==> src/rtl/debug_bus_arbiter.sv <==
// Round-robin arbiter sharing one register-bus target between N_INIT initiators.
// Each grant issues a single read or write downstream, with write locks and an access timeout.
module debug_bus_arbiter #(
   parameter int N_INIT     = 4,
   parameter int ADDR_WIDTH = 32,
   parameter int DATA_WIDTH = 32,
   parameter int TIMEOUT    = 16
) (
   input  logic                           clk_i,
   input  logic                           rst_i,
   input  logic [N_INIT-1:0]              req_i,
   input  logic [N_INIT*ADDR_WIDTH-1:0]   addr_i,
   input  logic [N_INIT-1:0]              write_i,
   input  logic [N_INIT*DATA_WIDTH-1:0]   wdata_i,
   input  logic [N_INIT*DATA_WIDTH/8-1:0] wstrb_i,
   input  logic [N_INIT-1:0]              lock_i,
   output logic [N_INIT-1:0]              gnt_o,
   output logic [N_INIT-1:0]              rsp_valid_o,
   output logic [DATA_WIDTH-1:0]          rdata_o,
   output logic                           error_o,
   output logic                           m_valid_o,
   output logic [ADDR_WIDTH-1:0]          m_addr_o,
   output logic                           m_write_o,
   output logic [DATA_WIDTH-1:0]          m_wdata_o,
   output logic [DATA_WIDTH/8-1:0]        m_wstrb_o,
   input  logic                           m_ready_i,
   input  logic [DATA_WIDTH-1:0]          m_rdata_i,
   input  logic                           m_error_i,
   output logic                           busy_o,
   output logic [$clog2(N_INIT)-1:0]      cur_id_o
);

   localparam int IW = $clog2(N_INIT);
   localparam int SW = DATA_WIDTH / 8;
   localparam int CW = $clog2(TIMEOUT + 1);
   localparam logic [IW:0]   NI        = (IW+1)'(N_INIT);
   localparam logic [IW-1:0] LAST_INIT = IW'(N_INIT - 1);
   localparam logic [CW-1:0] TO_LAST   = CW'(TIMEOUT - 1);

   typedef enum logic [1:0] {S_IDLE, S_ISSUE, S_RESP} state_t;

   state_t                  r_state;
   state_t                  w_state_next;

   logic [IW-1:0]           r_last_id;
   logic [IW-1:0]           r_id;
   logic [ADDR_WIDTH-1:0]   r_addr;
   logic                    r_write;
   logic [DATA_WIDTH-1:0]   r_wdata;
   logic [SW-1:0]           r_wstrb;
   logic                    r_locked;
   logic [CW-1:0]           r_cnt;
   logic                    r_gnt;
   logic                    r_hold;
   logic [DATA_WIDTH-1:0]   r_rdata;
   logic                    r_error;

   logic [ADDR_WIDTH-1:0]   w_addr  [N_INIT];
   logic [DATA_WIDTH-1:0]   w_wdata [N_INIT];
   logic [SW-1:0]           w_wstrb [N_INIT];

   logic                    w_sel_found;
   logic [IW-1:0]           w_sel_id;
   logic [IW:0]             w_sum;
   logic [IW:0]             w_idx;
   logic                    w_arb;
   logic                    w_timeout;
   logic [N_INIT-1:0]       w_id_onehot;

   generate
      for (genvar gi = 0; gi < N_INIT; gi++) begin : g_slice
         assign w_addr[gi]  = addr_i[gi*ADDR_WIDTH +: ADDR_WIDTH];
         assign w_wdata[gi] = wdata_i[gi*DATA_WIDTH +: DATA_WIDTH];
         assign w_wstrb[gi] = wstrb_i[gi*SW +: SW];
      end
   endgenerate

   // Search starts one past the last served initiator and wraps modulo N_INIT.
   always_comb begin
      w_sel_found = 1'b0;
      w_sel_id    = '0;
      w_sum       = '0;
      w_idx       = '0;
      for (int k = 1; k <= N_INIT; k++) begin
         w_sum = {1'b0, r_last_id} + k[IW:0];
         w_idx = (w_sum >= NI) ? (w_sum - NI) : w_sum;
         if (!w_sel_found && req_i[w_idx[IW-1:0]]) begin
            w_sel_found = 1'b1;
            w_sel_id    = w_idx[IW-1:0];
         end
      end
   end

   // r_hold gives one idle bubble after every response before re-arbitrating.
   assign w_arb       = (r_state == S_IDLE) && !r_hold && w_sel_found;
   assign w_timeout   = (r_cnt == TO_LAST);
   assign w_id_onehot = N_INIT'(1) << r_id;

   always_ff @(posedge clk_i or posedge rst_i) begin
      if (rst_i) begin
         r_state <= S_IDLE;
      end else begin
         r_state <= w_state_next;
      end
   end

   always_comb begin
      w_state_next = r_state;
      case (r_state)
         S_IDLE: begin
            if (w_arb) begin
               w_state_next = S_ISSUE;
            end
         end
         S_ISSUE: begin
            if (r_locked || m_ready_i || w_timeout) begin
               w_state_next = S_RESP;
            end
         end
         S_RESP: begin
            w_state_next = S_IDLE;
         end
         default: begin
            w_state_next = S_IDLE;
         end
      endcase
   end

   always_ff @(posedge clk_i or posedge rst_i) begin
      if (rst_i) begin
         r_last_id <= LAST_INIT;
         r_id      <= '0;
         r_addr    <= '0;
         r_write   <= 1'b0;
         r_wdata   <= '0;
         r_wstrb   <= '0;
         r_locked  <= 1'b0;
         r_cnt     <= '0;
         r_gnt     <= 1'b0;
         r_hold    <= 1'b0;
         r_rdata   <= '0;
         r_error   <= 1'b0;
      end else begin
         r_gnt  <= 1'b0;
         r_hold <= (r_state == S_RESP);
         case (r_state)
            S_IDLE: begin
               if (w_arb) begin
                  r_id     <= w_sel_id;
                  r_addr   <= w_addr[w_sel_id];
                  r_write  <= write_i[w_sel_id];
                  r_wdata  <= w_wdata[w_sel_id];
                  r_wstrb  <= w_wstrb[w_sel_id];
                  // Lock only matters for writes; locked reads go through.
                  r_locked <= write_i[w_sel_id] & lock_i[w_sel_id];
                  r_cnt    <= '0;
                  r_gnt    <= 1'b1;
               end
            end
            S_ISSUE: begin
               if (r_locked) begin
                  r_rdata <= '0;
                  r_error <= 1'b1;
               end else if (m_ready_i) begin
                  r_rdata <= m_rdata_i;
                  r_error <= m_error_i;
               end else if (w_timeout) begin
                  r_rdata <= '0;
                  r_error <= 1'b1;
               end else begin
                  r_cnt <= r_cnt + CW'(1);
               end
            end
            S_RESP: begin
               r_last_id <= r_id;
            end
            default: begin
               r_cnt <= '0;
            end
         endcase
      end
   end

   assign gnt_o       = r_gnt ? w_id_onehot : '0;
   assign rsp_valid_o = (r_state == S_RESP) ? w_id_onehot : '0;
   assign rdata_o     = (r_state == S_RESP) ? r_rdata : '0;
   assign error_o     = (r_state == S_RESP) ? r_error : 1'b0;
   assign m_valid_o   = (r_state == S_ISSUE) && !r_locked;
   assign m_addr_o    = r_addr;
   assign m_write_o   = r_write;
   assign m_wdata_o   = r_wdata;
   assign m_wstrb_o   = r_wstrb;
   assign busy_o      = (r_state != S_IDLE);
   assign cur_id_o    = r_id;

endmodule
==> config.mk <==
export PLATFORM = sky130hd
export DESIGN_NAME = debug_bus_arbiter
export DESIGN_NICKNAME = d
export VERILOG_FILES = /design/src/rtl/debug_bus_arbiter.sv
export SDC_FILE = /design/constraint.sdc
export NUM_CORES = 1
export LEC_CHECK = 0
export CORE_AREA = 5 5 164 166
export DETAILED_ROUTE_END_ITERATION = 16
export DIE_AREA = 0 0 169 171
export SYNTH_ARGS = -nofsm -noshare
export SYNTH_HDL_FRONTEND = slang
export SYNTH_SLANG_ARGS = --single-unit
==> constraint.sdc <==
create_clock -name clk_i -period 5.6 [get_ports clk_i]
set_input_delay 0.84 -clock clk_i [delete_from_list [all_inputs] [get_ports clk_i]]
set_output_delay 0.84 -clock clk_i [all_outputs]
set_load 0.1 [all_outputs]
# == After elaboration in Yosys (flattened, before gate mapping) ==
# Cells that the tools add are included.
# W data, S select, Z words.
# word_totals
regBits,116
output_inout_bits,114
elab_cells,117
# op_classes
add_sub_neg,9
n_lt_le_gt_ge,10
n_eq_ne,8
n_shift,1
n_mux,53
bitwise_logic,3
reduce_logical,20
# op_table
op,n
$mux W32,8
$bmux W32 S2,2
$mux W2,10
$mux W5,4
$mux W1,16
$mux W4,4
$ge A3 B3 Y1 const B,5
$lt A2 B3 Y1 const B,5
$pmux W5 S3,1
$bmux W1 S2,6
$ne A2 B2 Y1 const B,5
$bmux W4 S2,1
$sub A2 B1 Y2 const B,4
$add A2 B2 Y3 const B,2
$logic_and A1 B1 Y1,6
$reduce_and A2 Y1,3
$add A5 B1 Y5 const B,1
$eq A5 B4 Y1 const B,1
$logic_not A1 Y1,5
$reduce_and A5 Y1,1
$pmux W2 S2,1
$shl A1 B2 Y4 const A,1
$add A2 B1 Y3 const B,1
$add A2 B3 Y3 const B,1
9 further kinds,10

# == Longest topological paths before layout ==
# Gate-level depths: netlist (run 1).
# logic_depth
ltp_word,19
ltp_mapped,10
ltp_nobuf,9

# == Least setup slack after synthesis (run 1) ==
# Ideal clock, no wire load.
# synth_path
path_type,flip-flop to output port
from,register r_id[1] (netlist: cur_id_o[1])
to,output port rsp_valid_o[2]
arrival_time_ns,3.448
t_required_ns,4.760
setup_slack_ns,1.312
stages_incl_launch_ff,3
n_path_buf,1
path_cell_list,dfrtp_1 clkbuf_1 nor3b_1
# synth_via
elab_chain_len,2
# synth_lines
item,line_no,source
from (decl),46,logic [IW-1:0] r_id;
from (signal assigned),149,r_id <= w_sel_id;
$shl A1 B2 Y4,97,assign w_id_onehot = N_INIT'(1) << r_id;
$mux W4,185,assign rsp_valid_o = (r_state == S_RESP) ? w_id_onehot : '0;
to (decl),18,"output logic [N_INIT-1:0] rsp_valid_o,"
# No other way between the ends.

# == Worst setup path after layout (run 1) ==
# layout_path
from,register r_state[0]
to,output port rsp_valid_o[3]
# layout_via
elab_chain_len,2
# layout_lines
item,line_no,source
from (decl),42,state_t r_state;
from (signal assigned),103,r_state <= w_state_next;
$eq A2 B2 Y1,185,
$mux W4,185,
# No other way between the ends.

==> results of run 1 <==
-- power breakdown --
part,leakage (nW),internal (W),total (W),switching [W]
clock network,0.281,0.000633,0.00110,0.000471
logic,3.50,0.00136,0.00485,0.00349
registers,1.46,0.00126,0.00152,0.000259
-- through the flow --
step	instance area (sq um)	setup WS, ns	util [%]	std cells
floorplan	6590	1.31	-	651
global placement	11100	1.86	43.7	1373
detailed placement	11100	1.87	43.7	1373
CTS	11700	1.55	46.0	1405
global route	11700	1.39	46.0	1406
finish	11700	1.63	46.0	1406
-- kinds of logic after synthesis --
| kind of cell | count (synthesis) | share of synthesized area [%] |
|---|---|---|
| buf+inv | 63 | 5.36 |
| mux | 142 | 21.6 |
| compound gates | 91 | 12.1 |
| fa+ha+maj | 2 | 0.380 |
| simple gates | 237 | 16.5 |
| flops | 116 | 44.1 |
-- routing by layer --
| layer | up-vias | GRT usage [%] |
|---|---|---|
| li1 | 3172 | - |
| met1 | 3154 | 23.5 |
| met4 | 2 | 4.34 |
| met5 | - | 0 |
| met3 | 23 | 7.32 |
| met2 | 275 | 30.1 |
-- worst min-delay path: stages, from the launching register on --
cell     delay (ns)
dfrtp_1        0.33
nand2_1        0.05
nand2_1        0.05
-- Yosys cell counts, drive strengths merged --
master     n  share of area [%]
o21a       2               0.23
o22ai      1               0.19
nor2       4               0.23
o21ai      8               0.66
nand3b     1               0.11
o22a       1               0.13
inv        6               0.42
or2        1              0.095
and3       3               0.29
a21oi      3               0.23
a32o       1               0.15
and3b      2               0.27
a21boi     1               0.11
a22o       1               0.13
dfrtp    114                 43
o211ai     1               0.11
or3        1              0.095
nor3b      3               0.34
o221ai    68                9.7
a21o       1               0.11
clkbuf    25                1.4
nand3     33                2.5
a31oi      2               0.19
mux2i    142                 22
nor2b      2               0.19
nor4       1              0.095
and2      33                3.1
dfstp      2               0.80
a2bb2oi    1               0.13
nor3       4               0.30
clkinv     1              0.057
nand2b     7               0.66
ha         2               0.38
buf       31                3.5
nand2    142                8.1
-- state kept, by name, indices dropped and copies added, names as in the netlist --
signal and flops:
m_addr_o 32, m_wdata_o 32, r_rdata 32, r_cnt 5, m_wstrb_o 4, cur_id_o 2, r_last_id 2, r_state 2
m_write_o 1, r_error 1, r_gnt 1, r_hold 1, r_locked 1
-- final cells by class --
cell class                 count  area [sq um]  share of cell area, %
sequential                   116          2910                   24.8
antenna                        1          2.50                 0.0213
tap                          335           419                   3.57
multi-input combinational    472          3350                   28.5
clock inverter                15           161                   1.38
clock buffer                  17           425                   3.63
inverter                       7          33.8                  0.288
timing repair buffer         443          4430                   37.8
-- worst max path at each step --
stage,slack (ns),from,to
global placement,1.86,req_i[0],m_wdata_o[12]
CTS,1.55,r_state[0],rdata_o[27]
floorplan,1.31,cur_id_o[1],rsp_valid_o[2]
detailed placement,1.87,req_i[0],m_wdata_o[30]
global route,1.39,r_state[0],rdata_o[23]
finish,1.63,r_state[0],rsp_valid_o[3]
-- placed cells by master (no fill, tap or decap), drive strengths merged, types with 10 or more instances in the layout --
| cell | netlist | layout |
|---|---|---|
| nand2 | 142 | 142 |
| clkbuf | 25 | 17 |
| buf | 31 | 10 |
| inv | 6 | 16 |
| nand3 | 33 | 33 |
| o221ai | 68 | 68 |
| dfrtp | 114 | 114 |
| and2 | 33 | 33 |
| clkdlybuf4s50 | 0 | 433 |
| mux2i | 142 | 142 |
==> metrics.csv, run 1 <==
metric,value,unit
share of layout cells above drive strength 1,5.51,%
peak supply drop,0.281,mV
area grow syn2layout,78.1,%
Final Max Tran Viols,0,
pin count of the biggest net entering global routing,84,
Post-Syn Area,0.00659,sq mm
status,"finished, final reports clean",
clk_lat worst skew,0.41,ns
row count,59,
Post-CTS Resized,0,
NumNets Final,1379,
skew final,0.0139,ns
CP arrival,3.13,ns
Die Wd,169,um
vias in the first global route,6753,
IO Port Bufs,433,
met3 WL,2.55,mm
Worst path depth,4,
"Avg Cell Area, Syn",10.1,sq um
worst min path class,reg -> reg,
Die Y-Extent,171,um
Core ar.,0.0255,sq mm
Crit path largest cell delay,1.13,ns
Worst Hold Launch,r_rdata[5],
Worst Tran Pin Value,1.06,ns
Worst R2R Setup Slack,2.77,ns
Setup TNS Final,0,ns
element type at the critical path start,flop,
number of I/O pins,434,
power density over the cells,637,mW/mm^2
vias after detailed routing,6626,
Seq cells post-synth,116,
Max Cap Viol,0,
Hold EP,r_rdata[5],
htree depth,4,
Crit Path Category,reg -> out,
met2 WL,13.6,mm
ANT nets after route,0,
Fmax achieved,252,MHz
clock sinks,116,
final setup fails,0,
CTS Hold Bufs,0,
first-pass GRT wire length,41.7,mm
met1 wire length,11.7,mm
Iteration-0 DRC Markers,341,
FF-to-FF End,r_rdata[23],
count of distinct cell types in the synthesized netlist,43,
Slew HR,29.2,%
Slowest cell on crit path,clkdlybuf4s50_1,
Syn. warnings,0,
final WL,28.3,mm
grt total ovfl,0,
Top Family by Delay on Critical Path,buffers and inverters,
RSZ-0062 raised after global routing,no,
worst path bufs/invs,2,
post-route minimum period,3.97,ns
WL/cell,20.1,um
Top Layer Used,met5,
router iterations before antenna repair,4,
"Req. time, crit path",4.76,ns
Syn Nets,973,
Num CTS Buffers,17,
RR Startpoint,r_cnt[0],
Fin. Hold Viols,0,
R2R cell count,8,
clk root buf,clkbuf_16,
"Power, Total",0.00747,W
# fillers,2453,
WHS,0.462,ns
initial antenna violation count,2,
Bufs on Longest Clock Path,2,
area of the die,0.0289,sq mm
Post-route DRC,0,
P_leak,5.24,nW
initial core utilization,25.9,%
Worst-path clk slew,0.07,ns
cell count after synthesis,651,
Post CTS Setup Buffer Count,0,
Final Cycle Share,70.9,%
crit path cell chain,"nand2b_1, inv_1, and3_1, clkdlybuf4s50_1",
post-synthesis sequential area ratio,44.1,%
GRT Total Usage,18.6,%
DP HPWL,21.3,mm
CP Max Fanout,38,
CTS tree,done,
routed vias/inst,4.71,
crit end category,output pin,
hold path cells,2,
GPL Wtd Cong,0.818,
Power figures use the tool's default switching activity.
==> run 2, diff against run 1 <==
--- a/config.mk
+++ b/config.mk
@@ -5,9 +5,9 @@
 export SDC_FILE = /design/constraint.sdc
 export NUM_CORES = 1
 export LEC_CHECK = 0
-export CORE_AREA = 5 5 164 166
+export CORE_AREA = 5 5 166 168
 export DETAILED_ROUTE_END_ITERATION = 16
-export DIE_AREA = 0 0 169 171
+export DIE_AREA = 0 0 171 173
 export SYNTH_ARGS = -nofsm -noshare
 export SYNTH_HDL_FRONTEND = slang
 export SYNTH_SLANG_ARGS = --single-unit
==> constraint.sdc (replaced) <==
create_clock -name clk_i -period 3.9 [get_ports clk_i]
set_input_delay 0.585 -clock clk_i [delete_from_list [all_inputs] [get_ports clk_i]]
set_output_delay 0.585 -clock clk_i [all_outputs]
set_load 0.1 [all_outputs]
==> run 2 against run 1 <==
  * Sequential power rose by 43%
  * Routed wire length fell by 0.65%
  * Clock skew fell by 0.0018 ns
  * Critical path depth fell by 1
  * First-iteration DRC count rose by 4.4%
  * Highest routed layer is now met4
  * Count of clock-buffer cells in the layout did not move
==> metrics.csv, run 2 (synthesis gave the netlist of run 1 again) <==
metric,value,unit
Inst Count DP,1388,
CTS Hold Bufs,0,
Iteration-0 DRC Markers,356,
Max Cap Viol,0,
WL/cell,19.8,um
initial core utilization,25.6,%
Crit path largest cell delay,1.16,ns
RR Startpoint,r_cnt[0],
Post CTS Setup Buffer Count,0,
Num CTS Buffers,17,
peak supply drop,0.512,mV
CP Max Fanout,5,
worst path bufs/invs,1,
Worst-path clk slew,0.06,ns
area of the die,0.0296,sq mm
skew final,0.0121,ns
Final Max Tran Viols,0,
final WL,28.1,mm
final setup fails,0,
first-pass GRT wire length,42.1,mm
Fmax achieved,330,MHz
pin count of the biggest net entering global routing,72,
Crit Path Category,reg -> out,
clock sinks,116,
final instance count without filler cells,1421,
CP arrival,2.44,ns
Worst Hold Launch,r_rdata[21],
crit path cell chain,"nand2b_1, nor3_1, clkdlybuf4s50_1",
IO Port Bufs,433,
"commonest non-fill, non-tap cell in the layout",clkdlybuf4s50_1,
CTS tree,done,
vias after detailed routing,6724,
Die Y-Extent,173,um
vias in the first global route,7105,
element type at the critical path start,flop,
"Req. time, crit path",3.31,ns
Die Wd,171,um
Slowest cell on crit path,clkdlybuf4s50_1,
power density over the cells,926,mW/mm^2
area grow syn2layout,79.7,%
Worst R2R Setup Slack,1.30,ns
P_leak,5.42,nW
worst min path class,reg -> reg,
DP HPWL,21.9,mm
Post-route DRC,0,
share of layout cells above drive strength 1,10.1,%
router iterations before antenna repair,4,
initial antenna violation count,1,
R2R cell count,10,
hold path cells,2,
ANT nets after route,0,
clk root buf,clkbuf_16,
GRT Total Usage,18.1,%
crit end category,output pin,
most frequent cells in the layout,"397 x clkdlybuf4s50_1, 142 x mux2i_1, 141 x nand2_1",
status,"finished, final reports clean",
Slew HR,25.9,%
number of I/O pins,434,
clk_lat worst skew,0.41,ns
Final Cycle Share,77.7,%
CP startpoint,r_state[0],
post-route minimum period,3.03,ns
WHS,0.457,ns
NumNets Final,1394,
Hold EP,r_rdata[21],
grt total ovfl,0,
Post-CTS Resized,0,
Fin. Hold Viols,0,
FF-to-FF End,r_cnt[3],
Core ar.,0.0258,sq mm
Bufs on Longest Clock Path,2,
RSZ-0062 raised after global routing,no,
Top Family by Delay on Critical Path,buffers and inverters,
routed vias/inst,4.73,
GPL Wtd Cong,0.849,
Worst Tran Pin Value,1.11,ns
htree depth,4,
row count,59,
run 2: cell types whose count changed in the layout (fill, tap and decap cells not counted), moves of 2 or more:
cell             delta
buf_12              +2
buf_4              +49
bufinv_16           +3
clkdlybuf4s50_1    -36
clkinv_4            +2
clkinvlp_4          -2
inv_8               -4
run 2: layout make-up:
| cell class | instances | area [sq um] |
|---|---|---|
| multi-input cells | 472 | 3350 |
| repair buffers | 458 | 4480 |
| clock buffers | 17 | 425 |
| clock inverters | 15 | 218 |
| fillers | 2502 | 13900 |
| well taps | 335 | 419 |
| flip-flops and latches | 116 | 2910 |
| diodes | 1 | 2.50 |
| inverters | 7 | 33.8 |
run 2: worst min-delay path, delay by kind of cell, from the launching register on:
family	cells	cell delay [ns]
flip-flops	1	0.33
AND/OR/NAND/NOR	2	0.09
run 2: how the worst max path moves through the flow:
| stage | to | slack [ns] | depth (start not counted) |
|---|---|---|---|
| after CTS | rdata_o[15] | 0.85 | 4 |
| after global placement | m_wdata_o[5] | 0.84 | 7 |
| final | rsp_valid_o[0] | 0.87 | 3 |
| after floorplan | rsp_valid_o[2] | -0.13 | 2 |
| after global routing | rdata_o[15] | 0.72 | 4 |
| after detailed placement | m_wdata_o[4] | 0.81 | 7 |
run 2: per-stage QoR:
stage / power, W / utilization (%) / setup WS [ns] / setup TNS (ns) / cell area [sq um]
6_report: 0.0110 / 45.9 / 0.871 / 0 / 11800
4_1_cts: 0.0111 / 45.9 / 0.846 / 0 / 11800
3_5_place_dp: 0.00930 / 43.4 / 0.813 / 0 / 11200
2_1_floorplan: 0.00738 / - / -0.133 / -0.266 / 6590
5_1_grt: 0.0115 / 45.9 / 0.715 / 0 / 11800
3_3_place_gp: 0.00923 / 43.4 / 0.839 / 0 / 11200
run 2: per-layer routing:
layer  routed length (um)  global-route usage, %  vias up  part of all wire [%]
met2                14000                   31.0      297                    50
met1                11100                   21.7     3201                    39
met4                  486                   4.92        0                   1.7
met3                 2610                   5.78       24                   9.3
met5                    0                      0        -                     0
li1                     -                      -     3202                     -
run 2: power breakdown:
| group | leakage, nW | internal (W) | switching [W] |
|---|---|---|---|
| sequential | 1.46 | 0.00181 | 0.000373 |
| combinational | 3.65 | 0.00202 | 0.00501 |
| clock | 0.312 | 0.00109 | 0.000653 |
